## config.mk

```make
export PLATFORM = sky130hd
export DESIGN_NAME = pir_emulator
export DESIGN_NICKNAME = d
export VERILOG_FILES = /design/src/rtl/pir_emulator.sv
export SDC_FILE = /design/constraint.sdc
export NUM_CORES = 1
export LEC_CHECK = 0
export BUFFER_PORTS_ARGS = -buffer_cell sky130_fd_sc_hd__buf_2
export CAP_MARGIN = 30
export CORE_ASPECT_RATIO = 0.75
export CORE_MARGIN = 2
export CORE_UTILIZATION = 65
export DETAILED_ROUTE_END_ITERATION = 8
export GPL_TIMING_DRIVEN = 1
export PLACE_DENSITY_LB_ADDON = 0.12
export SLEW_MARGIN = 20
export SYNTH_ARGS = -nofsm -noshare
export SYNTH_HDL_FRONTEND = slang
export SYNTH_SLANG_ARGS = --single-unit
export TNS_END_PERCENT = 1
```

## constraint.sdc

```tcl
create_clock -name clk -period 7.2 [get_ports clk]
set_input_delay 1.08 -clock clk [delete_from_list [all_inputs] [get_ports clk]]
set_output_delay 1.08 -clock clk [all_outputs]
set_load 0.02 [all_outputs]
```

## src/rtl/pir_emulator.sv

```systemverilog
// Behavioural PIR sensor model: warm-up lockout, hold time, optional retrigger, post-hold block.
// Define PIR_EVT_SYNC_EN to pass motion_evt through a 2-flop synchroniser.
module pir_emulator #(
    parameter int unsigned HOLD_CYCLES   = 50_000_000,
    parameter int unsigned BLOCK_CYCLES  = 25_000_000,
    parameter int unsigned WARMUP_CYCLES = 100_000_000
) (
    input  logic       clk,
    input  logic       rst_n,
    input  logic       motion_evt,
    input  logic       retrig_mode,
    output logic       pir_out,
    output logic [1:0] state_o,
    output logic [7:0] trig_count
);

    localparam int unsigned MAX_HB = (HOLD_CYCLES > BLOCK_CYCLES) ? HOLD_CYCLES : BLOCK_CYCLES;
    localparam int unsigned MAX_P  = (MAX_HB > WARMUP_CYCLES) ? MAX_HB : WARMUP_CYCLES;
    localparam int unsigned CW     = $clog2(MAX_P) + 1;

    localparam logic [CW-1:0] HOLD_LD  = CW'(HOLD_CYCLES - 1);
    localparam logic [CW-1:0] BLOCK_LD = (BLOCK_CYCLES == 0) ? '0 : CW'(BLOCK_CYCLES - 1);
    localparam logic [CW-1:0] WARM_LD  = (WARMUP_CYCLES == 0) ? '0 : CW'(WARMUP_CYCLES - 1);
    localparam bit            NO_BLOCK = (BLOCK_CYCLES == 0);

    typedef enum logic [1:0] {
        S_WARMUP = 2'b00,
        S_IDLE   = 2'b01,
        S_HOLD   = 2'b10,
        S_BLOCK  = 2'b11
    } state_t;

    localparam state_t RST_STATE = (WARMUP_CYCLES == 0) ? S_IDLE : S_WARMUP;

    state_t        state, state_d;
    logic [CW-1:0] cnt, cnt_d;
    logic          trig;
    logic          evt_s;

`ifdef PIR_EVT_SYNC_EN
    logic [1:0] evt_sync;

    // Two-flop synchroniser for the asynchronous stimulus
    always_ff @(posedge clk or negedge rst_n) begin
        if (!rst_n) begin
            evt_sync <= 2'b00;
        end else begin
            evt_sync <= {evt_sync[0], motion_evt};
        end
    end

    assign evt_s = evt_sync[1];
`else
    assign evt_s = motion_evt;
`endif

    // State, shared down-counter and registered outputs
    always_ff @(posedge clk or negedge rst_n) begin
        if (!rst_n) begin
            state      <= RST_STATE;
            cnt        <= WARM_LD;
            pir_out    <= 1'b0;
            trig_count <= 8'd0;
        end else begin
            state   <= state_d;
            cnt     <= cnt_d;
            pir_out <= (state_d == S_HOLD);
            if (trig) begin
                trig_count <= trig_count + 8'd1;
            end
        end
    end

    // Next-state and counter control
    always_comb begin
        state_d = state;
        cnt_d   = cnt;
        trig    = 1'b0;
        case (state)
            S_WARMUP, S_BLOCK: begin
                if (cnt == '0) begin
                    state_d = S_IDLE;
                end else begin
                    cnt_d = cnt - CW'(1);
                end
            end
            S_IDLE: begin
                if (evt_s) begin
                    state_d = S_HOLD;
                    cnt_d   = HOLD_LD;
                    trig    = 1'b1;
                end
            end
            S_HOLD: begin
                if (retrig_mode && evt_s) begin
                    cnt_d = HOLD_LD;
                end else if (cnt == '0) begin
                    if (NO_BLOCK) begin
                        state_d = S_IDLE;
                    end else begin
                        state_d = S_BLOCK;
                        cnt_d   = BLOCK_LD;
                    end
                end else begin
                    cnt_d = cnt - CW'(1);
                end
            end
            default: state_d = S_IDLE;
        endcase
    end

    assign state_o = state;

endmodule

```

==> qor.yml <==
outcome:
  status: "complete, no violations"
run:
  drv_cap: 0
clocking:
  cts.clk_slew.worst_paths_ps: 80
  cts_tree: "done"
  ctsResizeCount: 0
  numCtsBuffers: 5
  cts-root-buf: "clkbuf_8"
  htree_levels: 2
  cts_hold_buffers: 0
  clkSinkCount: 39
  clk_path_buf_depth: 2
  insertion_delay_ps: 290
  cts_setup_buffers: 0
final_layout:
  mostFrequentLayoutCell: "dfrtp_1"
  syn_to_final_growth_pct: 7.069
  final_nets: 279
  layout-drive-gt1-share_pct: 21.32
  mostFrequentLayoutCells: "20 x dfrtp_1, 19 x dfstp_2, 17 x nor2_1, 17 x a21oi_1, 16 x nand3_1"
  diodes: 0
  final.fill_count: 282
synth:
  synth_nets: 272
  seq_area_frac_synth_pct: 41.23
  syn-instance-count: 264
  syn-cell-area_sq_um: 2425
  muxShareOfSynthArea_pct: 0.9288
  synth-compound-area-share_pct: 22.86
  synth_seq_cells: 39
  synthFlopType: "dfrtp_1"
  synth_top_family_by_area: "simple AND/OR/NAND/NOR gates"
  yosys.area_share.adder_pct: 2.064
  yosys.area_share.simple_pct: 26.57
  yosys_warnings: 0
  synth_xor_area_share_pct: 2.528
  async_reset_ff_share_pct: 100.0
  synth_edf_count: 0
  syn_avg_cell_area_sq_um: 9.185
  ys_types: 59
grt:
  grtUsageTotal_pct: 30.78
  grt_overflow_total: 0
  grt_pass1_wl_mm: 9.929
  grt_pass1_vias: 1977
  antenna_found_initial: 0
  grt_max_degree: 40
floorplanning:
  rows: 19
  start_util_pct: 67.11
  die_h_um: 56.90
  die_x_um: 74.53
  io_pins: 15
  core_sq_um: 3613
  die_area_sq_um: 4240
critical_path:
  endpoint_kind: "flop"
  crit_path_start_kind: "flop"
  arrival_ps: 3270
  crit_fanout: 19
  worstPathRequired_ps: 7390
  crit_type: "reg2reg"
  startpoint: "cnt[12]"
  regToRegStartpoint: "cnt[12]"
sta:
  period_needed_ps: 3087
  post-route-period-util_pct: 42.88
  setup_slack_ps: 4113
  clock_skew_ps: 6.765
  hold_viol: 0
  fmax_mhz: 323.9
  setup_violations: 0
  worst_pin_slew_ps: 1009
  rsz0062_at_grt: "no"
  slew_headroom_pct: 32.15
  drv_slew: 0
  fin_setup_tns_ps: 0
detailed_routing:
  via_per_inst: 6.796
  wirelength_mm: 5.937
  ant_nets: 0
  drt_iter0_drc: 441
  wl_per_cell_um: 18.32
  vias: 2202
  first_pass_iters: 5
  drc_errors: 0
power_and_ir_drop:
  power.density_nw_per_um2: 143.1
  leakagePower_uw: 0.0009947
  ir_drop_v: 0.0001235
place:
  gp_congestion: 0.8853
  dp_hpwl_mm: 4.094
  dp_slack_ps: 4187
  io_buffers: 14
worst_hold_path:
  worstHoldStart: "trig_count[7]"
  holdCritPathClass: "reg2reg"
[sequential cells by signal, indices dropped and copies added, names as in the netlist]
name	cells
cnt	28
state_o	2
pir_out	1
trig_count	8
[critical path, cell delays in order, from the launching register on]
cell	delay (ps)
dfrtp_1	450
nor4_2	910
nand4_1	310
nor3_4	680
nor2_1	340
a22o_1	280
[final timing paths]
path | endpoint | slack [ps] | cells after the start
hold reg to reg | trig_count[7] | 470 | 1
min in group asynchronous | cnt[8] | 880 | 1
setup / recovery | cnt[19] | 4110 | 5
setup reg to reg | cnt[19] | 4110 | 5
max in group asynchronous | trig_count[5] | 5790 | 1
hold / removal | trig_count[7] | 470 | 1
[cells in the mapped netlist (2+ instances only)]
cell type / n / share of area (%)
nor4_1: 4 / 1.0
ha_1: 4 / 2.1
nand3_1: 16 / 3.3
a211oi_1: 3 / 0.93
nand4b_1: 2 / 0.72
nand3b_1: 2 / 0.62
or2_2: 2 / 0.52
nand2_1: 10 / 1.5
clkbuf_1: 12 / 1.9
a22oi_1: 2 / 0.62
o31ai_1: 8 / 2.5
buf_2: 2 / 0.41
or4_1: 4 / 1.2
a31oi_1: 3 / 0.77
o41ai_1: 4 / 1.4
nand2b_1: 4 / 1.0
xnor2_1: 6 / 2.2
nor2_1: 17 / 2.6
a21oi_1: 17 / 3.5
dfstp_2: 19 / 21
or3_1: 11 / 2.8
a22o_1: 7 / 2.5
o2bb2ai_1: 4 / 1.4
o21ai_0: 15 / 3.1
nor3_1: 15 / 3.1
dfrtp_1: 20 / 21
mux2_2: 2 / 0.93
o211ai_1: 2 / 0.62
o22ai_1: 2 / 0.52
and2_1: 2 / 0.52
nand4_1: 9 / 2.3
inv_1: 7 / 1.1
[cell families after synthesis]
kind of cell               Yosys count
xor gates and xnor gates             7
AOI/OAI and AO/OA                   80
muxes                                2
buffers and inverters               22
and+or+nand+nor                    110
DFF                                 39
adders and majority gates            4
[where the power goes]
group | total [uW] | switching, uW | leakage, uW | internal (uW)
Combinational | 5.83 | 4.84 | 0.000509 | 0.993
Sequential | 219 | 0 | 0.000446 | 219
Clock | 146 | 79.0 | 0.0000402 | 67.4
[metrics by stage]
stage	instances	area, sq um	utilization [%]	hold WS, ps	power (uW)
detailed placement	316	2501	69.22	465.7	229.4
global route	324	2596	71.85	518.0	384.0
floorplan	264	2425	-	458.1	224.0
finish	324	2596	71.85	471.1	371.6
CTS	324	2590	71.68	476.4	373.3
global placement	316	2501	69.22	460.3	229.2
[layer usage]
layer  GRT usage [%]  up-vias  routed length [um]
li1                -     1033                   -
met1           48.67     1025                2759
met2           41.97      132                2476
met3           8.079       12                 634
met4           6.633        0                  66
met5               0        -                   0
[cell type report]
cell class	instances	area [sq um]	area share, %
multi-input cells	203	1339	51.57
flip-flops and latches	39	999.7	38.51
repair buffers	15	77.57	2.988
clock buffers	5	68.82	2.651
well taps	52	65.06	2.506
inverters	7	26.28	1.012
clock inverters	3	20.02	0.7711
Note: power is estimated with default switching activity, not from simulation.
